==> src/rtl/rcc_pkg.sv <==
// Shared constants and helpers for the ripple-carry toggle-flop counter.
package rcc_pkg;

    localparam int RCC_WIDTH_DEFAULT = 4;
    localparam int RCC_WIDTH_MAX     = 32;

    // Terminal count value (all ones) for a counter of the given width.
    function automatic logic [RCC_WIDTH_MAX-1:0] rcc_all_ones(input int width);
        return {RCC_WIDTH_MAX{1'b1}} >> (RCC_WIDTH_MAX - width);
    endfunction

endpackage

==> src/rtl/rcc_tff.sv <==
// Single toggle flip-flop with synchronous active-low reset.
module rcc_tff (
    input  logic clk,
    input  logic reset,
    input  logic t,
    output logic q
);

    logic r_q;

    always_ff @(posedge clk) begin
        if (!reset) r_q <= 1'b0;
        else        r_q <= r_q ^ t;
    end

    assign q = r_q;

endmodule

==> src/rtl/ripple_carry_counter.sv <==
// Free-running WIDTH-bit up-counter from a chain of toggle flops and an AND carry chain.
// Define RIPPLE_CARRY_COUNTER_TC_EN to add the terminal-count output tc.
module ripple_carry_counter
    import rcc_pkg::*;
#(
    parameter int WIDTH = RCC_WIDTH_DEFAULT
) (
    input  logic             clk,
    input  logic             reset,
    output logic [WIDTH-1:0] q
`ifdef RIPPLE_CARRY_COUNTER_TC_EN
    ,
    output logic             tc
`endif
);

    if (WIDTH < 1 || WIDTH > RCC_WIDTH_MAX) begin : g_width_chk
        $error("ripple_carry_counter: WIDTH %0d outside 1..%0d", WIDTH, RCC_WIDTH_MAX);
    end

    logic [WIDTH-1:0] w_carry;
    logic [WIDTH-1:0] w_q;

    assign w_carry[0] = 1'b1;

    // Bit i toggles only when every lower bit is one.
    for (genvar gi = 0; gi < WIDTH; gi++) begin : g_bit
        if (gi > 0) begin : g_chain
            assign w_carry[gi] = w_carry[gi-1] & w_q[gi-1];
        end
        rcc_tff u_tff (
            .clk   (clk),
            .reset (reset),
            .t     (w_carry[gi]),
            .q     (w_q[gi])
        );
    end

    assign q = w_q;

`ifdef RIPPLE_CARRY_COUNTER_TC_EN
    assign tc = w_carry[WIDTH-1] & w_q[WIDTH-1];
`endif

endmodule

==> config.mk <==
export PLATFORM = sky130hd
export DESIGN_NAME = ripple_carry_counter
export DESIGN_NICKNAME = d
export VERILOG_FILES = /design/src/rtl/rcc_pkg.sv /design/src/rtl/rcc_tff.sv /design/src/rtl/ripple_carry_counter.sv
export SDC_FILE = /design/constraint.sdc
export NUM_CORES = 1
export LEC_CHECK = 0
export BUFFER_PORTS_ARGS = -buffer_cell sky130_fd_sc_hd__buf_2
export CAP_MARGIN = 40
export CORE_AREA = 2 2 39 41
export DETAILED_ROUTE_END_ITERATION = 16
export DIE_AREA = 0 0 41 43
export PLACE_DENSITY = 0.3
export SYNTH_ARGS = -nofsm -noshare
export SYNTH_HDL_FRONTEND = slang
export SYNTH_SLANG_ARGS = --single-unit
==> constraint.sdc <==
create_clock -name clk -period 1.31 [get_ports clk]
set_input_delay 0.131 -clock clk [delete_from_list [all_inputs] [get_ports clk]]
set_output_delay 0.131 -clock clk [all_outputs]
set_load 0.01 [all_outputs]
==> results of run 1 <==
## through the flow
stage | instances | setup WS, ns | power [mW] | area [sq um]
2_1_floorplan | 15 | 0.243 | 0.159 | 169
3_3_place_gp | 32 | 0.217 | 0.159 | 184
3_5_place_dp | 32 | 0.202 | 0.161 | 184
4_1_cts | 35 | 0.192 | 0.313 | 206
5_1_grt | 35 | 0.126 | 0.331 | 206
6_report | 35 | 0.203 | 0.306 | 206
## cells by family after synthesis
group                      count (synthesis)  synth area share [%]
xor gates and xnor gates                   1                  5.19
and+or+nand+nor                            4                  14.8
DFF                                        4                  47.4
adders and majority gates                  2                  14.8
buffers and inverters                      4                  17.8
## routing by layer
layer | track usage, % | wire (um) | part of all wire, % | vias up
met4 | 4.00 | 6 | 2.4 | 0
li1 | - | - | - | 51
met3 | 7.85 | 64 | 26 | 2
met5 | 0 | 0 | 0 | -
met1 | 4.82 | 101 | 41 | 40
met2 | 4.06 | 73 | 30 | 9
## final cells by class
class | instances | area share, %
Tap cell | 16 | 9.70
Multi-Input combinational cell | 7 | 28.5
Clock buffer | 3 | 10.9
Timing Repair Buffer | 5 | 12.1
Sequential cell | 4 | 38.8
## placed cells by master (no fill, tap or decap)
cell type and instances:
sky130_fd_sc_hd__dfxtp_1 4, sky130_fd_sc_hd__xor2_1 1, sky130_fd_sc_hd__and2_1 3, sky130_fd_sc_hd__buf_2 5
sky130_fd_sc_hd__nor2b_1 1, sky130_fd_sc_hd__ha_1 2, sky130_fd_sc_hd__clkbuf_4 3
## final timing paths
check	end	depth (start not counted)	start
setup / recovery	g_bit[3].u_tff.q$_SDFF_PN0_	4	g_bit[0].u_tff.q$_SDFF_PN0_
hold / removal	g_bit[2].u_tff.q$_SDFF_PN0_	2	reset
setup reg to reg	g_bit[3].u_tff.q$_SDFF_PN0_	4	g_bit[0].u_tff.q$_SDFF_PN0_
hold reg to reg	g_bit[0].u_tff.q$_SDFF_PN0_	1	g_bit[0].u_tff.q$_SDFF_PN0_
## power by group through the flow
stage	logic, mW	registers (mW)	clock network (mW)
after floorplan	0.0227	0.136	0
after global placement	0.0228	0.136	0
after detailed placement	0.0235	0.137	0
after CTS	0.0237	0.136	0.153
after global routing	0.0262	0.137	0.168
final	0.0229	0.135	0.148
==> reports/summary.log, run 1 <==
qor: cells_and_area.multiInputGateArea 58.8 sq um
qor: cells_and_area.post_route_cells_drive_above_1_share 42.1%
qor: pwr.power_density 1480 nW/um^2
qor: floorplanning.core-area 1380 sq um
qor: timing.rsz0062_at_grt false
qor: yosys.synth-edff-count 0
qor: critical_path.worst_setup_path_class reg -> reg
qor: yosys.synth_async_sr_flop_share 0%
qor: routing.vias 102
qor: floorplanning.num_rows 14
qor: cts.cts_hold_repair.buffers 0
qor: yosys.synth_top_cell_by_area sky130_fd_sc_hd__dfxtp_1
qor: critical_path.critical_path_buf_inv_count 0
qor: critical_path.worst-endpoint-arrival 1.23 ns
qor: grt.grt_pass1_vias 109
qor: routing.drc_violation_total_after_the_first_tritonroute_iteration 5
qor: pwr.seqPwrFrac 44.2%
qor: grt.global_route.usage.total 4.92%
qor: routing.routed_wl 245 um
qor: yosys.ys.warnings.count 0
qor: yosys.postSynthCellCount 15
qor: yosys.synth_largest_type_area_fraction 47.4%
qor: pwr.vdd.ir_drop.worst 527 uV
qor: yosys.synth_seq_area_share 47.4%
qor: timing.clock.fmax 0.903 GHz
qor: routing.drc 0
qor: cells_and_area.final_util 14.9%
qor: yosys.netlist_area 169 sq um
qor: critical_path.worst_setup_path_end_kind register
qor: cts.post_cts_buffers 0
qor: cells_and_area.seqCellArea 80.1 sq um
qor: critical_path.timing.critical_path.max_delay_family adder cells
qor: timing.report.final.slew_viol_count 0
qor: cells_and_area.insertedDiodeCount 0
qor: critical_path.cp_slowest_stage_delay 0.32 ns
qor: pwr.share_comb_of_total_power 7.5%
qor: timing.fin_tns_setup 0 ns
qor: cells_and_area.finish.net_count 25
qor: yosys.count_of_distinct_cell_types_in_the_synthesized_netlist 6
qor: cts.count_of_clock_tree_sinks 4
qor: cells_and_area.max_ffs_per_register 4
qor: floorplanning.die_area 1760 sq um
qor: critical_path.crit_path_cell_trace ha_1 > ha_1 > xor2_1 > and2_1
qor: cts.cts_made_buffers 3
qor: yosys.post_synth_most_frequent_cells sky130_fd_sc_hd__buf_4 (4), sky130_fd_sc_hd__dfxtp_1 (4), sky130_fd_sc_hd__and2_1 (3), sky130_fd_sc_hd__ha_1 (2)
qor: yosys.dominantRegCellSynth sky130_fd_sc_hd__dfxtp_1
qor: hold_path.hp-class in -> reg
qor: cts.path_clk_slew 0.04 ns
qor: yosys.synth-seq-cells 4
qor: yosys.synth.net_count 19
qor: place.port_buffers 5
qor: pwr.power_leakage 0.112 nW
qor: grt.grt_first_pass_wirelength 462 um
qor: floorplanning.die_h 43 um
qor: critical_path.startpoint_type register
qor: floorplanning.count_of_pins_on_the_block_boundary 6
qor: timing.slew-limit-headroom 92.5%
qor: cells_and_area.final.fill_count 157
qor: critical_path.cpMostUsedCell sky130_fd_sc_hd__ha_1
qor: cts.cts_root_buf sky130_fd_sc_hd__clkbuf_4
qor: grt.globalRouteOverflowTotal 0
qor: floorplanning.die_width 41 um
qor: timing.hold_viol 0
qor: timing.transition_time_at_the_pin_with_the_least_slew_margin 0.113 ns
qor: routing.avgViaCountPerCell 2.91
qor: outcome.status completed
qor: critical_path.cp.required 1.43 ns
qor: flow_run.maxCapViolations 0
qor: routing.route.antenna.remaining_nets 0
qor: place.place.gp.congestion 0.473
qor: cts.cts_resized 0
qor: routing.avgRoutedWirePerCell 7.00 um
qor: routing.detailedRoute.firstPassIterationCount 2
qor: pwr.power_switching_share 20.1%
qor: cts.worst_skew_pair.late_latency 0.23 ns
qor: cells_and_area.syn2layout_area_growth 22.2%
qor: timing.fin_crit 1.11 ns
qor: yosys.synth.top_cells.by_area sky130_fd_sc_hd__dfxtp_1 (47%), sky130_fd_sc_hd__buf_4 (18%), sky130_fd_sc_hd__ha_1 (15%)
qor: cts.cts_tree built
qor: cts.htree_num_levels 1
qor: timing.fin_crit_sh 84.5%
qor: yosys.synth_area_per_cell 11.3 sq um
qor: critical_path.register_to_register_setup_slack 0.20 ns
qor: critical_path.cpMaxStageDelayCell sky130_fd_sc_hd__dfxtp_1
qor: pwr.cell_internal_pwr 0.244 mW
qor: timing.clock_skew 0.00426 ns
qor: floorplanning.floorplan.initialDensity 12.2%
qor: cts.clk_path_buf_depth 2
qor: grt.antenna_found_initial 0
qor: grt.maximum_number_of_pins_on_one_net_before_global_route_repair 5
qor: timing.whs 0.144 ns
qor: pwr.power.share.clock 48.3%
qor: critical_path.critical_path_peak_fanout 3
qor: timing.setup_viol_count_final 0
qor: pwr.total_switching_power 0.0615 mW
Power figures use the tool's default switching activity.
==> inputs of run 2 (changes only) <==
clock period = 1.06 ns   (was 1.31 ns; I/O delays follow)
==> run 2 against run 1 <==
Utilization grew 2.5 points. Maximum frequency grew 8.7%. First-iteration DRC count shrank 100%. Register-to-register slack lost 0.16 ns. Largest power group unchanged. Critical path depth is the same. Critical path type unchanged.
==> reports/summary.log, run 2 (synthesis results as in run 1) <==
qor: outcome.status completed [unchanged]
qor: cells_and_area.insertedDiodeCount 0 [unchanged]
qor: routing.drc 0 [unchanged]
qor: cells_and_area.final.fill_count 156 [was 157]
qor: cts.cts_root_buf sky130_fd_sc_hd__clkbuf_4 [unchanged]
qor: hold_path.hp-class in -> reg [unchanged]
qor: cells_and_area.most_frequent_standard_cell_in_the_layout_excluding_fill_and_tap_cells sky130_fd_sc_hd__buf_2 [unchanged]
qor: grt.grt_pass1_vias 106 [was 109]
qor: cells_and_area.max_ffs_per_register 4 [unchanged]
qor: cells_and_area.layout.cells.non_filler 36 [was 35]
qor: cells_and_area.layout_common_cells sky130_fd_sc_hd__buf_2 (5), sky130_fd_sc_hd__and2_1 (3), sky130_fd_sc_hd__clkbuf_4 (3) [was sky130_fd_sc_hd__buf_2 (5), sky130_fd_sc_hd__dfxtp_1 (4), sky130_fd_sc_hd__and2_1 (3), sky130_fd_sc_hd__clkbuf_4 (3), sky130_fd_sc_hd__ha_1 (2)]
qor: hold_path.worstHoldEndpoint g_bit[2].u_tff.q$_SDFF_PN0_ [unchanged]
qor: routing.avgRoutedWirePerCell 8.44 um [was 7.00 um]
qor: routing.vias 109 [was 102]
qor: grt.antenna_found_initial 0 [unchanged]
qor: place.port_buffers 5 [unchanged]
qor: timing.fin_crit_sh 96.0% [was 84.5%]
qor: timing.slew-limit-headroom 90.8% [was 92.5%]
qor: hold_path.timing.hold.worst_path_depth 2 [unchanged]
qor: cts.cts_made_buffers 3 [unchanged]
qor: routing.detailedRoute.firstPassIterationCount 1 [was 2]
qor: floorplanning.core-area 1380 sq um [unchanged]
qor: timing.clock_skew 0.00381 ns [was 0.00426 ns]
qor: critical_path.worst_setup_path_class reg -> reg [unchanged]
qor: pwr.vdd.ir_drop.worst 777 uV [was 527 uV]
qor: floorplanning.num_rows 14 [unchanged]
qor: routing.drc_violation_total_after_the_first_tritonroute_iteration 0 [was 5]
qor: timing.fin_crit 1.02 ns [was 1.11 ns]
qor: cts.htree_num_levels 1 [unchanged]
qor: critical_path.r2r.worst_path.cells 4 [unchanged]
qor: critical_path.cp.required 1.19 ns [was 1.43 ns]
qor: grt.grt_first_pass_wirelength 393 um [was 462 um]
qor: cts.clk_path_buf_depth 2 [unchanged]
qor: floorplanning.count_of_pins_on_the_block_boundary 6 [unchanged]
qor: floorplanning.die_width 41 um [unchanged]
qor: routing.route.antenna.remaining_nets 0 [unchanged]
qor: timing.fin_tns_setup 0 ns [unchanged]
qor: routing.avgViaCountPerCell 3.03 [was 2.91]
qor: critical_path.critical_path.reg2reg.startpoint g_bit[0].u_tff.q$_SDFF_PN0_ [unchanged]
qor: critical_path.startpoint_type register [unchanged]
qor: timing.hold_viol 0 [unchanged]
qor: floorplanning.floorplan.initialDensity 12.2% [unchanged]
qor: hold_path.holdCritStartpoint reset [unchanged]
qor: cells_and_area.final_area 241 sq um [was 206 sq um]
qor: critical_path.critical_path_peak_fanout 2 [was 3]
qor: cells_and_area.finish.net_count 26 [was 25]
qor: cts.path_clk_slew 0.04 ns [about the same]
qor: timing.transition_time_at_the_pin_with_the_least_slew_margin 0.138 ns [was 0.113 ns]
qor: cts.cts_hold_repair.buffers 0 [unchanged]
qor: cts.cts_tree built [unchanged]
qor: critical_path.worst_setup_path_end_kind register [unchanged]
qor: routing.routed_wl 304 um [was 245 um]
qor: critical_path.r2r-end g_bit[3].u_tff.q$_SDFF_PN0_ [unchanged]
qor: place.post-place-cells 33 [was 32]
qor: pwr.power_density 1660 nW/um^2 [was 1480 nW/um^2]
qor: cts.count_of_clock_tree_sinks 4 [unchanged]
qor: cells_and_area.syn2layout_area_growth 43.0% [was 22.2%]
qor: floorplanning.die_h 43 um [unchanged]
qor: timing.report.final.slew_viol_count 0 [unchanged]
qor: place.place.gp.congestion 0.482 [was 0.473]
qor: grt.global_route.usage.total 4.42% [was 4.92%]
qor: pwr.power_leakage 0.113 nW [was 0.112 nW]
qor: timing.layout_setup_ws 0.0422 ns [was 0.203 ns]
qor: floorplanning.die_area 1760 sq um [unchanged]
qor: cells_and_area.post_route_cells_drive_above_1_share 65.0% [was 42.1%]
qor: timing.clock.fmax 0.982 GHz [was 0.903 GHz]
qor: grt.maximum_number_of_pins_on_one_net_before_global_route_repair 5 [unchanged]
qor: grt.globalRouteOverflowTotal 0 [unchanged]
qor: timing.setup_viol_count_final 0 [unchanged]
qor: critical_path.register_to_register_setup_slack 0.04 ns [was 0.20 ns]
qor: critical_path.worst-endpoint-arrival 1.15 ns [was 1.23 ns]
qor: cells_and_area.final_util 17.5% [was 14.9%]
qor: flow_run.maxCapViolations 0 [unchanged]
qor: place.placed_area 194 sq um [was 184 sq um]
qor: place.place_worst_setup_slack -0.0156 ns [was 0.202 ns]
qor: cts.worst_skew_pair.late_latency 0.24 ns [was 0.23 ns]
[run 2: cell count changes in the layout (fill, tap and decap cells not counted), sizes merged]
cell  delta
buf      +1
[run 2: timing repair]
action                                  4_1_cts  5_1_grt
gates resized for setup                       1        4
pin swaps                                     0        1
buffers inserted                              0        0
endpoints found under the setup margin        1        1
[run 2: how the worst max path moves through the flow]
stage	from	to	slack (ns)	cells after the start
4_1_cts	g_bit[0].u_tff.q$_SDFF_PN0_	g_bit[3].u_tff.q$_SDFF_PN0_	0.007	4
5_1_grt	g_bit[0].u_tff.q$_SDFF_PN0_	g_bit[3].u_tff.q$_SDFF_PN0_	-0.001	4
3_3_place_gp	g_bit[0].u_tff.q$_SDFF_PN0_	g_bit[3].u_tff.q$_SDFF_PN0_	-0.006	4
3_5_place_dp	g_bit[0].u_tff.q$_SDFF_PN0_	g_bit[3].u_tff.q$_SDFF_PN0_	-0.02	4
6_report	g_bit[0].u_tff.q$_SDFF_PN0_	g_bit[3].u_tff.q$_SDFF_PN0_	0.04	4
2_1_floorplan	g_bit[0].u_tff.q$_SDFF_PN0_	g_bit[3].u_tff.q$_SDFF_PN0_	0.009	4
[run 2: cell type report]
cell class	count	area, sq um	area share [%]
multi-input cells	7	83.8	34.7
flip-flops and latches	4	82.6	34.2
well taps	16	20.0	8.29
clock buffers	3	22.5	9.33
repair buffers	6	32.5	13.5
[run 2: stage by stage]
stage               hold slack [ns]  total power [mW]
CTS                           0.110             0.402
global placement              0.346             0.201
detailed placement            0.357             0.201
finish                        0.117             0.401
global route                  0.119             0.441
floorplan                     0.228             0.196
[run 2: routing by layer]
layer | share of wire [%] | global-route usage [%]
met5 | 0 | 0
met4 | 0 | 2.00
met3 | 15 | 9.42
met2 | 43 | 2.81
met1 | 42 | 4.50
[run 2: where the power goes]
| group | switching [mW] | internal, mW |
|---|---|---|
| Combinational | 0.0165 | 0.0227 |
| Sequential | 0.00976 | 0.163 |
| Clock | 0.0623 | 0.127 |
| Total | 0.0886 | 0.312 |
[run 2: critical path, cell delays in order (launching register included)]
cell                      delay (ns)
sky130_fd_sc_hd__dfxtp_2        0.33
sky130_fd_sc_hd__ha_4           0.16
sky130_fd_sc_hd__ha_4           0.15
sky130_fd_sc_hd__xor2_1         0.15
sky130_fd_sc_hd__and2_1         0.13
